`config.mk`:
```
export PLATFORM = sky130hd
export DESIGN_NAME = flip_arbiter
export DESIGN_NICKNAME = d
export VERILOG_FILES = /design/src/rtl/flip_arbiter.sv
export SDC_FILE = /design/constraint.sdc
export NUM_CORES = 1
export LEC_CHECK = 0
export CORE_ASPECT_RATIO = 0.7
export CORE_UTILIZATION = 30
export CTS_BUF_LIST = sky130_fd_sc_hd__clkbuf_4
export CTS_CLUSTER_SIZE = 40
export DETAILED_ROUTE_END_ITERATION = 10
export DONT_BUFFER_PORTS = 1
export GPL_ROUTABILITY_DRIVEN = 0
export PLACE_DENSITY_LB_ADDON = 0.05
export SETUP_SLACK_MARGIN = 0.15
export SLEW_MARGIN = 10
export SYNTH_ARGS = -nofsm -noshare
export SYNTH_HDL_FRONTEND = slang
export SYNTH_SLANG_ARGS = --single-unit
```
`constraint.sdc`:
```
create_clock -name clk -period 2 [get_ports clk]
set_input_delay 0.1 -clock clk [delete_from_list [all_inputs] [get_ports clk]]
set_output_delay 0.1 -clock clk [all_outputs]
set_load 0.03 [all_outputs]
```
`src/rtl/flip_arbiter.sv`:
```
// rtl/flip_arbiter.sv - round-robin arbiter feeding a registered bitwise-inverter lane
//
// Purpose:
//   N requesters share one inverter lane. Each cycle the lane can take a new
//   item, the arbiter picks one requester in round-robin order. The chosen
//   requester's data is inverted and registered, and the result is held until
//   the downstream side accepts it. The lane can complete one result and accept
//   the next in the same cycle, so it sustains one transfer per cycle.
//
// Parameters:
//   N    number of requesters (must equal 2**IDW)
//   IDW  requester-index width
//   W    data width per requester
//
// Ports:
//   clk         single clock, all state updates on the rising edge
//   rst         asynchronous active-high reset
//   req_valid   [N]     per-requester request
//   req_data    [N*W]   requester i data in bits [i*W +: W]
//   req_ready   [N]     one-hot accept strobe (combinational, zero during reset)
//   out_valid   [1]     registered result valid
//   out_data    [W]     registered bitwise inverse of the accepted data
//   out_id      [IDW]   index of the requester whose data is in out_data
//   out_ready   [1]     downstream accept (ignored while idle)
//   xfer_count  [16]    completed output transfers, wraps 16'hFFFF -> 0

module flip_arbiter #(
  parameter int N   = 4,
  parameter int IDW = 2,
  parameter int W   = 8
) (
  input  logic           clk,
  input  logic           rst,
  input  logic [N-1:0]   req_valid,
  input  logic [N*W-1:0] req_data,
  output logic [N-1:0]   req_ready,
  output logic           out_valid,
  output logic [W-1:0]   out_data,
  output logic [IDW-1:0] out_id,
  input  logic           out_ready,
  output logic [15:0]    xfer_count
);

  typedef enum logic {
    IDLE = 1'b0,
    HOLD = 1'b1
  } state_t;

  state_t         state;
  state_t         state_nxt;

  logic [IDW-1:0] rr_ptr;
  logic [IDW-1:0] winner;
  logic [IDW-1:0] scan_idx;
  logic           any_req;
  logic           accept_win;
  logic           accept;
  logic           complete;

  // Round-robin scan starting at rr_ptr. The loop runs from the farthest
  // offset down to offset 0 so that the last match written is the one
  // closest to rr_ptr. Index arithmetic wraps naturally because N == 2**IDW.
  always_comb begin
    winner   = rr_ptr;
    scan_idx = rr_ptr;
    any_req  = 1'b0;
    for (int k = N - 1; k >= 0; k--) begin
      scan_idx = rr_ptr + IDW'(k);
      if (req_valid[scan_idx]) begin
        winner  = scan_idx;
        any_req = 1'b1;
      end
    end
  end

  // The lane can take a new item when it is empty, or when the held result
  // leaves in this same cycle. Reset masks acceptance so req_ready stays low.
  always_comb begin
    accept_win = (state == IDLE) || out_ready;
    accept     = accept_win && any_req && !rst;
    complete   = (state == HOLD) && out_ready;
  end

  always_comb begin
    req_ready = '0;
    if (accept) begin
      req_ready = {{(N-1){1'b0}}, 1'b1} << winner;
    end
  end

  // Next-state logic. In HOLD, a completion with a simultaneous acceptance
  // keeps the lane full; a completion with nothing to accept empties it.
  always_comb begin
    state_nxt = state;
    case (state)
      IDLE: begin
        if (accept) begin
          state_nxt = HOLD;
        end
      end
      HOLD: begin
        if (complete && !accept) begin
          state_nxt = IDLE;
        end
      end
      default: state_nxt = IDLE;
    endcase
  end

  always_ff @(posedge clk or posedge rst) begin
    if (rst) begin
      state <= IDLE;
    end else begin
      state <= state_nxt;
    end
  end

  // Result register and round-robin pointer move only on acceptance, so a
  // stalled HOLD keeps both the result and the arbitration order frozen.
  always_ff @(posedge clk or posedge rst) begin
    if (rst) begin
      out_data <= '0;
      out_id   <= '0;
      rr_ptr   <= '0;
    end else if (accept) begin
      out_data <= ~req_data[winner*W +: W];
      out_id   <= winner;
      rr_ptr   <= winner + 1'b1;
    end
  end

  always_ff @(posedge clk or posedge rst) begin
    if (rst) begin
      xfer_count <= 16'd0;
    end else if (complete) begin
      xfer_count <= xfer_count + 16'd1;
    end
  end

  assign out_valid = (state == HOLD);

endmodule

```
==> results of run 1 <==
[power by group]
part	internal, mW	switching (mW)	total (mW)
Clock	0.274	0.213	0.487
Combinational	0.664	0.697	1.36
Sequential	0.746	0.363	1.11
Total	1.68	1.27	2.96
[per-layer routing]
layer / GRT usage, % / vias to the layer above / wire, µm
met5: 0 / - / 0
met4: 3.409 / 0 / 22
met3: 5.856 / 2 / 397
met2: 22.95 / 49 / 2049
met1: 21.20 / 697 / 2310
li1: - / 703 / -
[tightest hold or removal path, cell delays in order]
cell and delay, ns:
o31ai_1 0.06, o211ai_2 0.07, a31oi_1 0.08
[worst paths after layout]
| check | cells after the start | slack [ns] | to |
|---|---|---|---|
| max in group asynchronous | 3 | 0.97 | rr_ptr[0] |
| worst max register to register | 8 | 0.26 | out_data[2] |
| worst min register to register | 2 | 0.63 | xfer_count[3] |
| min in group asynchronous | 2 | 0.35 | xfer_count[8] |
| worst max-delay path | 8 | 0.09 | req_ready[3] |
| worst min-delay path | 3 | 0.02 | out_data[7] |
[flip-flops by register name, summed over array words and instances, names as in the netlist]
| register | flops |
|---|---|
| out_data | 8 |
| out_id | 2 |
| out_valid | 1 |
| rr_ptr | 2 |
| xfer_count | 16 |
[area by class of cell]
class / count / area [µm²]
repair buffers: 42 / 406.6
clock buffers: 6 / 45.04
flip-flops and latches: 29 / 726.9
fillers: 601 / 3425
clock inverters: 2 / 33.78
inverters: 20 / 77.57
multi-input cells: 118 / 1005
well taps: 75 / 93.84
[cells by family (layout without fill, tap and decap cells)]
family          after synthesis  after routing  share of synthesized area (%)
compound gates               47             47                          23.89
simple gates                 47             47                          14.99
flops                        29             29                          39.70
buf+inv                      28             70                          8.350
xor+xnor                     15             15                          7.187
fa+ha+maj                     5              5                          3.422
mux                           4              4                          2.464
[cell usage after synthesis, types with 3 or more instances]
library cell / instances / area share, %
a31oi_1: 8 / 2.7
and2_1: 5 / 1.7
and3_1: 4 / 1.4
buf_6: 3 / 1.8
dfrtp_1: 29 / 40
ha_1: 5 / 3.4
inv_1: 18 / 3.7
mux2_2: 4 / 2.5
nand2_1: 6 / 1.2
nand3_1: 6 / 1.6
nor2_1: 12 / 2.5
o211ai_1: 7 / 2.9
o211ai_2: 9 / 6.2
o31ai_1: 10 / 4.1
o31ai_2: 6 / 4.1
xnor2_1: 12 / 5.7
xor2_1: 3 / 1.4
[timing repair]
item                                    CTS  global route
pin swaps                                 5             4
hold buffers                             10             0
setup buffers                             9             1
resized for setup                        14             7
endpoints found under the setup margin    4            12
cloned                                    0             1
hold endpoints to repair                 28             0
[per-stage QoR]
step / power [mW] / hold WS (ns) / worst slack (ns) / utilization, % / cell area, µm²
2_1_floorplan: 1.912 / 0.1781 / 0.2303 / - / 1828
3_3_place_gp: 2.198 / 0.1253 / 0.2402 / 34.91 / 2029
3_5_place_dp: 2.221 / 0.1538 / 0.1946 / 34.91 / 2029
4_1_cts: 2.900 / 0.005632 / 0.03869 / 40.03 / 2327
5_1_grt: 3.141 / 0.02297 / -0.02983 / 41.09 / 2389
6_report: 2.958 / 0.02236 / 0.08842 / 41.09 / 2389
==> metrics.cfg, run 1 <==
[critical_path]
path_buf_inv=4
critPathMostFrequentCell=buf_6
critical_path_peak_fanout=4
worst_ep_arrival_time_ns=1.81
critical_path.top_delay_family=buffers and inverters
cp-startpoint=rr_ptr[1]
timing.critical_path.slowest_cell_delay_ns=0.41
rr_startpoint=rr_ptr[0]
endpoint_kind=primary output
criticalPathCategory=reg -> out
worst_setup_path_start_kind=flip-flop
worstPathRequired_ns=1.90
timing.critical_path.slowest_stage_cell=dfrtp_1
critical_path.cell_chain=buf_6 -> buf_4 -> o21a_1 -> nor2_4 -> inv_4 -> ha_1 -> and2_1 -> buf_6

[sta]
finalClockSkew_ns=0.01846
tns_ns=0
rsz0062_at_grt=true
finalSetupViolations=0
period_needed_ns=1.912
drv_slew=0
period_share_pct=95.58
timing_hold_violations_final=0
relSlewSlack_pct=51.33
worstMarginPinSlew_ns=0.7292
clock.fmax_ghz=0.5231

[route]
detailed_route_via_count=1451
detail_route.wl_per_cell_um=16.37
viasPerCell=4.969
routed_wl_um=4780
final_antenna_net_count=0
drt_first_pass_iters=4
detailedRoute.firstIterationViolations=40
post-route-drc-count=0

[global_routing]
antenna_violations_before_repair=0
via_count_of_the_first_global_routing_pass=1484
track_usage_pct=15.45
globalRoute.totalOverflow=0
maximum_number_of_pins_on_one_net_before_global_route_repair=19
grt_pass1_wl_um=7479

[layout]
final_layout_size_suffix_gt1_share_pct=35.48
final_cell_mix=28 x dfrtp_1, 25 x buf_4, 18 x inv_1, 12 x nor2_1, 12 x xnor2_1
area_growth_syn_to_layout_pct=30.66
finalNonFillerCells=292
final_common_cell=dfrtp_1
antennaDiodeCount=0
fin_nets=260

[placed_design]
detailed_place_hpwl_um=3598
post-place-cells=263
port-buffer-count=0

[clock_tree]
cts_tree=done
clock_pin_slew_worst_setup_and_hold_paths_ns=0.10
clk-insertion-delay-late_ns=0.33
h-tree-depth=2
clk_root_buffer_cell=clkbuf_4
cts_buffers=5
clock-sinks=29
ctsLongestPathBuffers=2

[synthesis]
postSynth.asyncResetShare_pct=100.0
ys_dominant_reg_cell=dfrtp_1
synth-warning-count=0
synthesis.instances=175
synth-edff-count=0
syn-cell-area_mm2=0.001828
synthDistinctLibCells=39
yosysSeqAreaShare_pct=39.70
synth_seq_cells=29
synth_fp_nets=219
avgSynthCellArea_um2=10.45

[floorplanning]
initial_utilization_pct=31.45
die_height_um=67.31
die_extent_in_x_um=95.30
num_rows=23
core-area_mm2=0.005813
die_area_mm2=0.006415
ioPinCount=70

[worst_hold_path]
hold_class=in -> reg
startpoint_of_the_lowest_slack_hold_path=req_data[7]

[status]
status=finished, final reports clean

[run]
max_cap_violations=0

[pwr]
power.ir.vdd_worst_v=0.0006934
leakage_nw=1.056
powerDensity_mw_per_mm2=1238

Note: power is estimated with default switching activity, not from simulation.
==> run 2, diff against run 1 <==
==> constraint.sdc (replaced) <==
create_clock -name clk -period 2 [get_ports clk]
set_input_delay 0.1 -clock clk [delete_from_list [all_inputs] [get_ports clk]]
set_output_delay 0.1 -clock clk [all_outputs]
set_load 0.05 [all_outputs]
==> metrics.cfg, run 2 (same netlist as run 1, synthesis figures left out) <==
[pwr]
total_power_mw=3.082  ; was 2.958 mW
leakage_nw=1.077  ; was 1.056 nW
powerDensity_mw_per_mm2=1276  ; was 1238 mW/mm²
seq_power_share_pct=39.0  ; was 37.5%
net-switching-power_mw=1.547  ; was 1.274 mW
cell_internal_pwr_mw=1.535  ; was 1.684 mW
comb_power_share_pct=48.9  ; was 46.0%
power.switching_fraction_pct=50.20  ; was 43.07%
power.ir.vdd_worst_v=0.0005786  ; was 0.0006934 V
clock_power_share_pct=12.1  ; was 16.5%

[sta]
rsz0062_at_grt=true  ; unchanged
clock.fmax_ghz=0.4990  ; was 0.5231 GHz
relSlewSlack_pct=53.50  ; was 51.33%
drv_slew=0  ; unchanged
worstMarginPinSlew_ns=0.6911  ; was 0.7292 ns
period_share_pct=100.2  ; was 95.58%
timing.final.ws_setup_ns=-0.003829  ; was 0.08842 ns
tns_ns=-0.003829  ; was 0 ns
finalSetupViolations=1  ; was 0
period_needed_ns=2.004  ; was 1.912 ns
finalClockSkew_ns=0.01060  ; was 0.01846 ns
timing_hold_violations_final=0  ; unchanged

[route]
final_antenna_net_count=0  ; unchanged
detailed_route_via_count=1494  ; was 1451
routed_wl_um=4882  ; was 4780 µm
viasPerCell=4.997  ; was 4.969
post-route-drc-count=0  ; unchanged
detail_route.wl_per_cell_um=16.33  ; was 16.37 µm
detailedRoute.firstIterationViolations=77  ; was 40
drt_first_pass_iters=4  ; unchanged

[layout]
reg.largest.list=xfer_count x16, out_data x8  ; unchanged
final_cell_mix=33 x buf_4, 28 x dfrtp_1, 18 x inv_1, 12 x nor2_1, 12 x xnor2_1  ; was 28 x dfrtp_1, 25 x buf_4, 18 x inv_1, 12 x nor2_1, 12 x xnor2_1
area_growth_syn_to_layout_pct=32.17  ; was 30.66%
fin_nets=267  ; was 260
n_fill_cell=580  ; was 601
antennaDiodeCount=0  ; unchanged
flip_flop_count_of_the_largest_register_all_copies_and_words_added=16  ; unchanged
fin_util_pct=41.56  ; was 41.09%
final_common_cell=buf_4  ; was dfrtp_1
top_register=xfer_count  ; unchanged
postLayoutCellArea_mm2=0.002416  ; was 0.002389 mm²
final_layout_size_suffix_gt1_share_pct=37.95  ; was 35.48%

[critical_path]
worst_ep_arrival_time_ns=1.90  ; was 1.81 ns
setup.reg_to_reg.worst_slack_ns=0.22  ; was 0.26 ns
worst_setup_path_start_kind=flip-flop  ; unchanged
critical_path.cell_chain=buf_4 -> o21a_1 -> nor3_4 -> buf_4 -> ha_4 -> and2_4 -> buf_12  ; was buf_6 -> buf_4 -> o21a_1 -> nor2_4 -> inv_4 -> ha_1 -> and2_1 -> buf_6
critical_path_peak_fanout=4  ; unchanged
timing.critical_path.slowest_cell_delay_ns=0.43  ; was 0.41 ns
criticalPathCategory=reg -> out  ; unchanged
timing.critical_path.slowest_stage_cell=dfrtp_1  ; unchanged
critPathMostFrequentCell=buf_4  ; was buf_6
ff2ff_path_depth=7  ; was 8
worstPathRequired_ns=1.90  ; about the same
endpoint_kind=primary output  ; unchanged

[worst_hold_path]
hold_depth=3  ; unchanged
hold_class=in -> reg  ; unchanged

[floorplanning]
initial_utilization_pct=31.45  ; unchanged
num_rows=23  ; unchanged
die_area_mm2=0.006415  ; unchanged
die_height_um=67.31  ; unchanged
ioPinCount=70  ; unchanged
die_extent_in_x_um=95.30  ; unchanged
core-area_mm2=0.005813  ; unchanged

[placed_design]
post-place-ws_ns=0.1625  ; was 0.1946 ns
placement.cell_area_mm2=0.002079  ; was 0.002029 mm²
detailed_place_hpwl_um=3429  ; was 3598 µm
port-buffer-count=0  ; unchanged

[global_routing]
track_usage_pct=16.69  ; was 15.45%
grt_pass1_wl_um=7748  ; was 7479 µm
globalRoute.totalOverflow=0  ; unchanged
maximum_number_of_pins_on_one_net_before_global_route_repair=30  ; was 19
via_count_of_the_first_global_routing_pass=1578  ; was 1484
antenna_violations_before_repair=1  ; was 0

[clock_tree]
clock_pin_slew_worst_setup_and_hold_paths_ns=0.11  ; was 0.10 ns
cts_buffers=5  ; unchanged
cts_tree=done  ; unchanged
clock-sinks=29  ; unchanged
clk_root_buffer_cell=clkbuf_4  ; unchanged
ctsLongestPathBuffers=2  ; unchanged
clk-insertion-delay-late_ns=0.34  ; was 0.33 ns
h-tree-depth=2  ; unchanged

[status]
status=finished with violations  ; was finished, final reports clean
violations=negative setup slack

[run]
max_cap_violations=0  ; unchanged

-- run 2: worst paths after layout --
path,startpoint,endpoint
worst max-delay path,rr_ptr[1],req_ready[3]
worst min-delay path,req_data[4],out_data[4]
worst max register to register,rr_ptr[1],out_data[2]
worst min register to register,xfer_count[14],xfer_count[14]
max in group asynchronous,rst,rr_ptr[0]
min in group asynchronous,rst,out_data[3]
-- run 2: power groups by stage --
stage | sequential (mW) | combinational (mW) | clock (mW)
after global routing | 1.23 | 1.63 | 0.416
after detailed placement | 1.22 | 1.24 | 0
after floorplan | 1.39 | 0.765 | 0
after global placement | 1.21 | 1.22 | 0
after CTS | 1.21 | 1.47 | 0.389
final | 1.20 | 1.51 | 0.372
-- run 2: critical path: cells and delay by family (launching register included) --
kind	cells	cell delay, ns
AOI/OAI and AO/OA	1	0.13
buffers and inverters	3	0.48
and+or+nand+nor	2	0.41
adders and majority gates	1	0.13
DFF	1	0.43
-- run 2: timing repair --
item | 4_1_cts | 5_1_grt
endpoints found under the setup margin | 5 | 11
endpoints found under the hold margin | 40 | 0
gates resized for setup | 17 | 3
hold buffers | 11 | 0
buffers inserted | 11 | 1
pin swaps | 7 | 4
-- run 2: metrics by stage --
step           instances  hold WS (ns)
6_report             299       0.01349
3_3_place_gp         268       0.09117
5_1_grt              299      0.006531
3_5_place_dp         268        0.1068
2_1_floorplan        175        0.1781
4_1_cts              298      0.004066
-- run 2: routing by layer --
layer / vias up / wire (µm) / global-route usage [%]
li1: 723 / - / -
met1: 709 / 2270 / 20.98
met2: 48 / 2164 / 26.07
met3: 12 / 365 / 6.869
met4: 2 / 68 / 5.303
met5: - / 13 / 0
-- run 2: area by class of cell --
class / count / area (µm²) / area share (%)
multi-input combinational: 118 / 1031 / 42.67
sequential: 29 / 726.9 / 30.09
timing repair buffer: 49 / 431.7 / 17.87
tap: 75 / 93.84 / 3.884
inverter: 20 / 77.57 / 3.211
clock buffer: 6 / 45.04 / 1.864
clock inverter: 2 / 10.01 / 0.4143
==> run 3, diff against run 2 <==
--- a/config.mk
+++ b/config.mk
@@ -13,7 +13,6 @@
 export DONT_BUFFER_PORTS = 1
 export GPL_ROUTABILITY_DRIVEN = 0
 export PLACE_DENSITY_LB_ADDON = 0.05
-export SETUP_SLACK_MARGIN = 0.15
 export SLEW_MARGIN = 10
 export SYNTH_ARGS = -nofsm -noshare
 export SYNTH_HDL_FRONTEND = slang
==> metrics.cfg, run 3 (same netlist as run 1, synthesis figures left out) <==
[route]
detail_route.wl_per_cell_um=15.89  ; was 16.33 µm
routed_wl_um=4703  ; was 4882 µm
final_antenna_net_count=0  ; unchanged
viasPerCell=5.061  ; was 4.997
drt_first_pass_iters=4  ; unchanged
detailed_route_via_count=1498  ; was 1494
post-route-drc-count=0  ; unchanged
detailedRoute.firstIterationViolations=31  ; was 77

[critical_path]
cp_num_cells=7  ; unchanged
cp-startpoint=rr_ptr[1]  ; unchanged
timing.critical_path.slowest_cell_delay_ns=0.45  ; was 0.43 ns
ff2ff_path_depth=7  ; unchanged
worst_ep_arrival_time_ns=1.90  ; about the same
path_buf_inv=2  ; was 3
endpoint_kind=primary output  ; unchanged
regToRegEndpoint=out_data[1]  ; was out_data[2]
rr_startpoint=rr_ptr[1]  ; unchanged
worst_setup_path_endpoint=req_ready[0]  ; was req_ready[3]
criticalPathCategory=reg -> out  ; unchanged
critical_path.top_delay_family=simple AND/OR/NAND/NOR gates  ; was buffers and inverters
worst_setup_path_start_kind=flip-flop  ; unchanged
critical_path.cell_chain=and3b_2 -> nor4_4 -> nor2_4 -> buf_6 -> ha_4 -> and2_4 -> buf_12  ; was buf_4 -> o21a_1 -> nor3_4 -> buf_4 -> ha_4 -> and2_4 -> buf_12
setup.reg_to_reg.worst_slack_ns=0.20  ; was 0.22 ns
timing.critical_path.slowest_stage_cell=dfrtp_2  ; was dfrtp_1
worstPathRequired_ns=1.90  ; about the same
critical_path_peak_fanout=4  ; unchanged

[layout]
final_common_cell=buf_4  ; unchanged
final_layout_size_suffix_gt1_share_pct=38.01  ; was 37.95%
postLayoutCellArea_mm2=0.002410  ; was 0.002416 mm²
n_fill_cell=605  ; was 580
final_cell_mix=30 x buf_4, 27 x dfrtp_1, 18 x inv_1, 12 x nor2_1, 12 x xnor2_1  ; was 33 x buf_4, 28 x dfrtp_1, 18 x inv_1, 12 x nor2_1, 12 x xnor2_1
layout.area.seq_um2=728.2  ; was 726.9 µm²
flip_flop_count_of_the_largest_register_all_copies_and_words_added=16  ; unchanged
fin_nets=264  ; was 267
antennaDiodeCount=0  ; unchanged
top_register=xfer_count  ; unchanged
reg.largest.list=xfer_count x16, out_data x8  ; unchanged
area_occupied_by_multi_input_gates_mm2=0.001002  ; was 0.001031 mm²
area_growth_syn_to_layout_pct=31.83  ; was 32.17%

[clock_tree]
h-tree-depth=2  ; unchanged
cts_buffers=5  ; unchanged
ctsLongestPathBuffers=2  ; unchanged
clk-insertion-delay-late_ns=0.32  ; was 0.34 ns
cts_tree=done  ; unchanged
clk_root_buffer_cell=clkbuf_4  ; unchanged
clock_pin_slew_worst_setup_and_hold_paths_ns=0.09  ; was 0.11 ns
clock-sinks=29  ; unchanged

[floorplanning]
die_area_mm2=0.006415  ; unchanged
ioPinCount=70  ; unchanged
die_height_um=67.31  ; unchanged
core-area_mm2=0.005813  ; unchanged
initial_utilization_pct=31.45  ; unchanged
num_rows=23  ; unchanged
die_extent_in_x_um=95.30  ; unchanged

[global_routing]
maximum_number_of_pins_on_one_net_before_global_route_repair=26  ; was 30
globalRoute.totalOverflow=0  ; unchanged
via_count_of_the_first_global_routing_pass=1624  ; was 1578
antenna_violations_before_repair=0  ; was 1
grt_pass1_wl_um=7886  ; was 7748 µm
track_usage_pct=16.21  ; was 16.69%

[sta]
rsz0062_at_grt=true  ; unchanged
tns_ns=-0.002486  ; was -0.003829 ns
timing_hold_violations_final=0  ; unchanged
clock.fmax_ghz=0.4994  ; was 0.4990 GHz
worstMarginPinSlew_ns=0.5158  ; was 0.6911 ns
finalSetupViolations=1  ; unchanged
drv_slew=0  ; unchanged
period_share_pct=100.1  ; was 100.2%
fin_worst_hold_slack_ns=0.01288  ; was 0.01349 ns
finalClockSkew_ns=0.0009051  ; was 0.01060 ns
timing.final.ws_setup_ns=-0.002486  ; was -0.003829 ns
period_needed_ns=2.002  ; was 2.004 ns
relSlewSlack_pct=65.61  ; was 53.50%

[pwr]
total_power_mw=3.177  ; was 3.082 mW
leakage_nw=1.068  ; was 1.077 nW
powerDensity_mw_per_mm2=1318  ; was 1276 mW/mm²
power.ir.vdd_worst_v=0.0006023  ; was 0.0005786 V

[placed_design]
placement.cell_area_mm2=0.002107  ; was 0.002079 mm²
detailed_place_hpwl_um=3481  ; was 3429 µm
port-buffer-count=0  ; unchanged

[status]
violations=negative setup slack  ; unchanged
status=finished with violations  ; unchanged

[worst_hold_path]
hold_class=in -> reg  ; unchanged

[run]
max_cap_violations=0  ; unchanged

run 3: power by group:
| part | switching (mW) | internal (mW) | total [mW] |
|---|---|---|---|
| sequential | 0.365 | 0.748 | 1.11 |
| clock | 0.211 | 0.274 | 0.485 |
| combinational | 0.944 | 0.636 | 1.58 |
| total | 1.52 | 1.66 | 3.18 |
run 3: what timing repair did:
action                                 4_1_cts  5_1_grt
endpoints found under the hold margin       39        0
setup buffers                               10        0
pin swaps                                    6        5
gates resized for setup                     12        6
setup endpoints to repair                    4        5
hold buffers                                 9        0
run 3: worst min-delay path by stage:
stage / startpoint / to / depth (start not counted)
after floorplan: rst / out_data[0] / 1
after global placement: rst / rr_ptr[0] / 1
after detailed placement: rst / rr_ptr[0] / 1
after CTS: req_data[4] / out_data[4] / 3
after global routing: req_data[4] / out_data[4] / 3
final: req_data[4] / out_data[4] / 3
run 3: routing by layer:
layer	share of wire (%)	routed length (µm)	GRT usage [%]
met4	0.83	39	3.977
met5	0	0	0
met1	46	2179	21.93
met3	7.0	330	4.955
met2	46	2154	25.27
run 3: area by class of cell:
class | count | area share [%]
multi-input combinational | 118 | 41.59
sequential | 29 | 30.22
timing repair buffer | 46 | 17.81
tap | 75 | 3.894
inverter | 20 | 3.219
clock buffer | 6 | 1.869
clock inverter | 2 | 1.402
run 3: stage by stage:
step / cells / setup slack [ns] / util [%]
finish: 296 / -0.002486 / 41.46
global placement: 270 / 0.08657 / 36.25
detailed placement: 270 / 0.05045 / 36.25
global route: 296 / -0.07802 / 41.46
floorplan: 175 / 0.1172 / -
CTS: 297 / -0.02667 / 41.30
run 3: worst reg2reg max path: cells and delay by family (launching register included):
kind | cells | cell delay [ns]
simple gates | 1 | 0.28
flops | 1 | 0.45
buf+inv | 3 | 0.45
compound gates | 3 | 0.49
